==> src/rtl/sseg_scan_controller.sv <==
`default_nettype none
// ---------------------------------------------------------------------------
// sseg_scan_controller: digit-multiplex scheduler with per-frame snapshot and
// leading-zero blanking.  Rev 1.0
// ---------------------------------------------------------------------------
module sseg_scan_controller #(
  parameter int FINAL_VALUE = 500000,
  parameter int DIGITS      = 8,
  parameter int BITS        = 3
) (
  input  logic                  clk,
  input  logic                  reset,
  input  logic                  display_on,
  input  logic                  lz_blank,
  input  logic [4*DIGITS-1:0]   value,
  input  logic [DIGITS-1:0]     dp_mask,
  output logic [3:0]            num,
  output logic [BITS-1:0]       active_digit,
  output logic                  dp_ctrl,
  output logic                  en,
  output logic                  frame_done
);

  localparam int              CW         = $clog2(FINAL_VALUE);
  localparam int              SLOTS      = 1 << BITS;
  localparam int              VW         = 4 * SLOTS;
  localparam logic [CW-1:0]   C_CNT_LAST = CW'(FINAL_VALUE - 1);
  localparam logic [CW-1:0]   C_CNT_PRE  = CW'(FINAL_VALUE - 2);
  localparam logic [BITS-1:0] C_IDX_LAST = BITS'(DIGITS - 1);

  logic [CW-1:0]         r_cnt;
  logic [BITS-1:0]       r_idx;
  logic [4*DIGITS-1:0]   r_snap_val;
  logic [DIGITS-1:0]     r_snap_dp;
  logic                  r_snap_lz;
  logic                  r_started;

  logic                  w_tick;
  logic                  w_frame_tick;
  logic [BITS-1:0]       w_nidx;
  logic [4*DIGITS-1:0]   w_nval;
  logic [DIGITS-1:0]     w_ndp;
  logic                  w_nlz;
  logic                  w_nstarted;
  logic [VW-1:0]         w_val_ext;
  logic [SLOTS-1:0]      w_dp_ext;
  logic [SLOTS-1:0]      w_blank;
  logic                  w_run;

  // Outputs are registered from next-state values so they follow the tick by one cycle.
  always_comb begin
    w_tick       = (r_cnt == C_CNT_LAST);
    w_frame_tick = w_tick && (r_idx == C_IDX_LAST);
    w_nidx       = r_idx;
    if (w_tick) begin
      w_nidx = (r_idx == C_IDX_LAST) ? '0 : r_idx + BITS'(1);
    end
    w_nval     = w_frame_tick ? value    : r_snap_val;
    w_ndp      = w_frame_tick ? dp_mask  : r_snap_dp;
    w_nlz      = w_frame_tick ? lz_blank : r_snap_lz;
    w_nstarted = w_frame_tick | r_started;
    w_val_ext  = VW'(w_nval);
    w_dp_ext   = SLOTS'(w_ndp);

    // Walk down from the top digit; blanking holds while digits and DPs stay zero.
    w_blank = '0;
    w_run   = w_nlz;
    for (int i = SLOTS - 1; i >= 0; i--) begin
      w_run = w_run && (w_val_ext[4*i +: 4] == 4'd0) && !w_dp_ext[i];
      if (i > 0) begin
        w_blank[i] = w_run;
      end
    end
  end

  always_ff @(posedge clk) begin
    if (reset) begin
      r_cnt        <= '0;
      r_idx        <= C_IDX_LAST;
      r_snap_val   <= '0;
      r_snap_dp    <= '0;
      r_snap_lz    <= 1'b0;
      r_started    <= 1'b0;
      num          <= 4'd0;
      active_digit <= C_IDX_LAST;
      dp_ctrl      <= 1'b0;
      en           <= 1'b0;
      frame_done   <= 1'b0;
    end else begin
      r_cnt        <= w_tick ? '0 : r_cnt + CW'(1);
      r_idx        <= w_nidx;
      r_snap_val   <= w_nval;
      r_snap_dp    <= w_ndp;
      r_snap_lz    <= w_nlz;
      r_started    <= w_nstarted;
      num          <= w_val_ext[{w_nidx, 2'b00} +: 4];
      active_digit <= w_nidx;
      dp_ctrl      <= w_dp_ext[w_nidx] && !w_blank[w_nidx];
      en           <= display_on && w_nstarted && !w_blank[w_nidx];
      // Predict next cycle's frame tick so the pulse lands in the tick cycle itself.
      frame_done   <= (r_cnt == C_CNT_PRE) && (r_idx == C_IDX_LAST);
    end
  end

endmodule
`default_nettype wire

==> config.mk <==
export PLATFORM = sky130hd
export DESIGN_NAME = sseg_scan_controller
export DESIGN_NICKNAME = d
export VERILOG_FILES = /design/src/rtl/sseg_scan_controller.sv
export SDC_FILE = /design/constraint.sdc
export NUM_CORES = 1
export LEC_CHECK = 0
export BUFFER_PORTS_ARGS = -buffer_cell sky130_fd_sc_hd__buf_2
export CELL_PAD_IN_SITES_DETAIL_PLACEMENT = 1
export CELL_PAD_IN_SITES_GLOBAL_PLACEMENT = 1
export CORE_MARGIN = 3
export CORE_UTILIZATION = 46
export CTS_CLUSTER_DIAMETER = 100
export CTS_CLUSTER_SIZE = 40
export DETAILED_ROUTE_END_ITERATION = 6
export HOLD_SLACK_MARGIN = 0.03
export PLACE_DENSITY_LB_ADDON = 0.1
export SLEW_MARGIN = 20
export SYNTH_ARGS = -nofsm -noshare
export SYNTH_HDL_FRONTEND = slang
export SYNTH_SLANG_ARGS = --single-unit
==> constraint.sdc <==
create_clock -name clk -period 3.06 [get_ports clk]
set_clock_uncertainty 0.05 [all_clocks]
set_input_delay 0.612 -clock clk [delete_from_list [all_inputs] [get_ports clk]]
set_output_delay 0.612 -clock clk [all_outputs]
set_load 0.01 [all_outputs]
# --- Yosys cells after proc, flatten, opt, wreduce, memory -nomap -nowiden ---
# Cells that the tools add are included.
word_totals:
  regBits: 71
  latch_bits: 0
  mem_bits_rw: 0
  rom_bits: 0
  input_bits: 44
  output_inout_bits: 10
  elab_cells: 62
  mem_count: 0
classes:
  add_sub_neg: 2
  mul: 0
  div: 0
  order_cmp: 1
  eq_ne: 3
  shifts: 1
  muxes: 9
  n_bitwise: 1
  reduce_logical: 35
ops:
  columns: ["cell", "count"]
  rows:
  - ["== test 19 bit, second input constant", 2]
  - ["2-to-1 mux 32 bit", 1]
  - ["indexed part select 32 x 6 -> 4 bit", 1]
  - ["logical NOT 4 bit", 7]
  - ["adder 19 x 1 -> 19 bit, second input constant", 1]
  - ["logical AND 1 bit", 19]
  - ["logical NOT 1 bit", 8]
  - ["2-to-1 mux 8 bit", 1]
  - ["binary-select mux 1 bit (select 3 bit)", 2]
  - ["2-to-1 mux 3 bit", 2]
  - ["< comparator 3 x 4 -> 1 bit, second input constant", 1]
  - ["adder 3 x 1 -> 3 bit, second input constant", 1]
  - ["== test 3 bit, second input constant", 1]
  - ["2-to-1 mux 1 bit", 3]
  - ["OR reduction 2 bit", 1]
  - ["bitwise OR 1 bit", 1]

# --- Longest topological paths before layout ---
depth:
  ltp_word: 22
  mapped_depth: 11
  depth_no_buf: 8

# --- Worst setup path after synthesis ---
# OpenSTA, ideal clock, no wires.
synth_path:
  path_kind: "input to register"
  startpoint: "input value[16]"
  endpoint: "register en"
  setup_ns: 0.126
  arrival_time_ns: 1.963
  required_ns: 2.884
  slack_ns: 0.921
  stages: 7
  n_path_buf: 0
  path_cell_list: "or4_1 > nor2_1 > nand2_1 > nor4_2 > o22ai_1 > a2111oi_2 > a21oi_1"
synth_between:
  elab_chain_cells: 14
synth_lines:
  columns: ["element", "line", "source"]
  rows:
  - ["start, declared", "15", "input logic [4*DIGITS-1:0] value,"]
  - ["2-to-1 mux 32 bit (*)", "58", "w_nval = w_frame_tick ? value : r_snap_val;"]
  - ["logical NOT 4 bit (*)", "69", "w_run = w_run && (w_val_ext[4*i +: 4] == 4'd0) && !w_dp_ext[i];"]
  - ["logical AND 1 bit (*) (2 in series)", "69", null]
  - ["logical AND 1 bit (6 in series)", "69", null]
  - ["binary-select mux 1 bit (select 3 bit) (*)", "99", "en <= display_on && w_nstarted && !w_blank[w_nidx];"]
  - ["2-to-1 mux 1 bit (not written as such) (*)", "99", null]
  - ["logical NOT 1 bit (*)", "99", null]
  - ["logical AND 1 bit (*)", "99", null]
  - ["end signal, assigned", "99", null]
  - ["end, declared", "20", "output logic en,"]
# Mark *: on every way between the ends. The rest lies on a longest branch, timed or not. The select of a mux whose other input is x is not followed.
# A chain may end at the register's enable or synchronous reset.

# --- Worst setup path after layout ---
layout_path:
  startpoint: "register r_cnt[12]"
  endpoint: "register en"
layout_between:
  elab_chain_cells: 22
  word_cells_on_any_way: 40
  cone_classes: "eq/ne: 1; mux: 6; bitwise: 1; reduce/logical: 32"
layout_lines:
  columns: ["element", "line", "source"]
  rows:
  - ["start, declared", "31", "logic [CW-1:0] r_cnt;"]
  - ["start signal, assigned", "90", "r_cnt <= w_tick ? '0 : r_cnt + CW'(1);"]
  - ["== test 19 bit (*)", "52", "w_tick = (r_cnt == C_CNT_LAST);"]
  - ["logical AND 1 bit", "53", "w_frame_tick = w_tick && (r_idx == C_IDX_LAST);"]
  - ["2-to-1 mux 32 bit", "58", null]
  - ["logical NOT 4 bit", "69", null]
  - ["logical AND 1 bit (14 in series)", "69", null]
  - ["binary-select mux 1 bit (select 3 bit)", "99", null]
  - ["2-to-1 mux 1 bit (not written as such)", "99", null]
  - ["logical NOT 1 bit", "99", null]
  - ["logical AND 1 bit (*)", "99", null]
# Marked as above.

==> flow_summary.yaml <==
run_status:
  outcome: "finished clean"
cts:
  cts.htree.levels: 3
  clock_sink_count: 71
  clk_root_buffer_cell: "clkbuf_8"
  holdBufCountCts: 0
  post_cts_resize_count: 0
  cts_buffer_depth: 2
  post-cts-setup-buffers: 0
  path_clk_slew_ps: 80
  tritoncts.num_buffers: 9
  tritoncts: "yes"
  worstSkewPairLatency_ps: 350
layout:
  final.fill_count: 1002
  final_nets: 576
  diodes: 0
  drive_above_1_share: 0.208
  area_growth_syn_to_layout_pct: 14.1
logic_synthesis:
  synth_sequential_area_ratio: 0.367
  synth.distinct_cells: 63
  synthesis.yosys.warnings: 0
  postSynthAreaPerCell_um2: 8.05
  synth_seq_cells: 71
  ys.flop_type: "dfxtp_1"
  top_cells_by_area_in_the_synthesized_netlist: "dfxtp_1 37%, nand2_1 9.5%, a21oi_1 6.3%"
  synth_top_cell_area_share: 0.367
  post_synthesis_adder_cell_area_fraction: 0.0129
  asyncSetResetFlopFracSynth: 0
  post_synth_and_or_nand_nor_area_fraction: 0.271
  synth_top_cell_by_area: "dfxtp_1"
  synth_edf_count: 0
  synth_mux_area_frac: 0.0931
  synth_compound_area_frac: 0.182
  synth_area_um2: 3870
  synth_top_family_by_area: "simple AND/OR/NAND/NOR gates"
  synth-xor-area-share: 0.0339
  postSynthCellCount: 481
  synth_fp_nets: 529
critical_path:
  crit_path_end_kind: "flip-flop"
  critical_path_peak_fanout: 23
  worstPathArrival_ps: 2830
  cpMaxStageDelayCell: "a2111oi_2"
  timing.critical_path.from_type: "flip-flop"
  r2r_setup_slack_ps: 410
  crit_chain: "nor4bb_4, and4_1, nand3_4, nor4_2, o22ai_1, a2111oi_2, a21oi_1"
  worst_path_dominant_cell_family: "simple AND/OR/NAND/NOR gates"
  biggest_cell_delay_along_the_critical_path_ps: 460
  cp.buffers_inverters: 0
  cp_data_required_time_ps: 3230
  worstSetupPathType: "reg -> reg"
sta:
  maxSlewViolCount: 0
  fmaxAchievable_ghz: 0.377
  final-setup-viol-count: 0
  min_period_over_period: 0.867
  rsz_0062_raised_after_global_routing: "false"
  max_slew.worst_pin.slew_ps: 673
  setup_total_negative_slack_ps: 0
  maxSlewHeadroom: 0.551
  finalHoldViolations: 0
  final.min_clock_period_ps: 2650
worst_hold_path:
  worstHoldPathType: "reg -> reg"
die:
  io_pins: 54
  die_height_um: 97.8
  floorplan.die_area_um2: 9560
  initial_utilization: 0.488
  core_area_um2: 7930
  rows: 32
  chipWidth_um: 97.8
drt:
  vias: 3760
  post_drt_via_cell_ratio: 5.92
  route.final.wire_length_mm: 12.0
  drtIter0Drc: 256
  avgRoutedWirePerCell_um: 19.0
  first_pass_iters: 4
  ant_nets: 0
  drc: 0
power:
  finalPower_mw: 1.76
  power_density_nw_per_um2: 399
  vdd.ir_drop.worst_mv: 0.321
  power_leakage_nw: 1.76
job:
  total_of_max_cap_violations: 0
placed_design:
  dpl.hpwl_mm: 8.71
  numPortBuffers: 53
  gp_congestion: 0.899
grt:
  first_global_vias: 3913
  wire_length_of_the_first_global_routing_pass_mm: 19.8
  initial_antenna_violation_count: 0
  groute.usage.overall: 0.252
  grt_max_degree: 50
  grt_overflow: 0
[power by group]
group	switching, mW	internal (mW)
Sequential	0.00371	0.926
Combinational	0.0398	0.0274
Clock	0.386	0.378
Total	0.429	1.33
[layout make-up]
class,instances,area [um^2],share of cell area
clock inverter,7,72.6,0.0164
sequential,71,1420,0.322
inverter,5,18.8,0.00425
clock buffer,9,124,0.0280
multi-input combinational,377,2300,0.522
timing repair buffer,64,348,0.0788
tap,102,128,0.0289
[cell usage after synthesis, types with 2 or more instances]
cell       n
a311oi_1   2
buf_4      5
o21ai_1    6
nor3_2     2
or4_1      8
inv_1      5
o31ai_1    2
o22ai_1    7
nor4_1     3
a211oi_2   2
nor3_1    11
mux2i_1   23
mux2_2     9
nand4_1    2
nand3_1   17
o21ai_0    8
clkbuf_1  14
ha_1       4
a31oi_1    2
nand3b_1   2
xor2_1     9
buf_2      9
nand2b_1   3
a21oi_2    2
and3_1     3
a211oi_1  10
and2_1     2
dfxtp_1   71
o221ai_1   3
nor2_1    49
xnor2_1    6
or3_1      2
nand2_1   98
and4_1     3
a21oi_1   49
[layer usage]
metal  global-route usage  vias to the layer above  wire length [um]
li1                     -                     1800                 -
met1                0.339                     1823              5590
met2                0.416                      110              5580
met3               0.0421                       27               602
met4               0.0788                        0               271
met5                    0                        -                 0
[layout by cell type, fill, tap and decap left out, types with 4 or more instances in the layout]
cell / count
a211oi_1: 10
a21oi_1: 49
buf_2: 53
buf_4: 11
clkbuf_8: 9
dfxtp_1: 70
ha_1: 4
inv_1: 5
mux2_2: 9
mux2i_1: 23
nand2_1: 98
nand3_1: 17
nor2_1: 49
nor3_1: 11
o21ai_0: 8
o21ai_1: 6
o22ai_1: 7
or4_1: 8
xnor2_1: 6
xor2_1: 9
[sequential cells by signal (all words and copies together) (netlist names)]
name and count:
en 1, r_snap_dp 8, r_started 1, dp_ctrl 1, r_idx 3, num 4
r_snap_lz 1, frame_done 1, r_cnt 19, r_snap_val 32
[metrics by stage]
step	setup slack, ps	util	hold WS, ps	cells	instance area [um^2]
final	408	0.557	412	635	4420
after global routing	171	0.557	458	635	4420
after CTS	400	0.557	414	635	4420
after detailed placement	418	0.532	401	619	4220
after global placement	438	0.532	393	619	4220
after floorplan	921	-	377	481	3870
[worst min-delay path: cells and delay by family (launching register included)]
| family | cells | cell delay [ps] |
|---|---|---|
| AO/OA/AOI/OAI | 1 | 50 |
| AND/OR/NAND/NOR | 1 | 50 |
| flip-flops | 1 | 310 |
[worst paths after layout]
kind                  start   endpoint  cells after the start
setup / recovery  r_cnt[12]         en                      7
hold / removal    r_snap_lz  r_snap_lz                      2
setup reg to reg  r_cnt[12]         en                      7
hold reg to reg   r_snap_lz  r_snap_lz                      2
[logic make-up (layout without fill, tap and decap cells)]
logic type      count (synthesis)  in the layout
simple gates                  216            216
compound gates                108            108
flops                          71             71
mux                            34             34
buf+inv                        33             85
xor+xnor                       15             15
fa+ha+maj                       4              4
No activity file was read; power rests on OpenSTA's default activity.
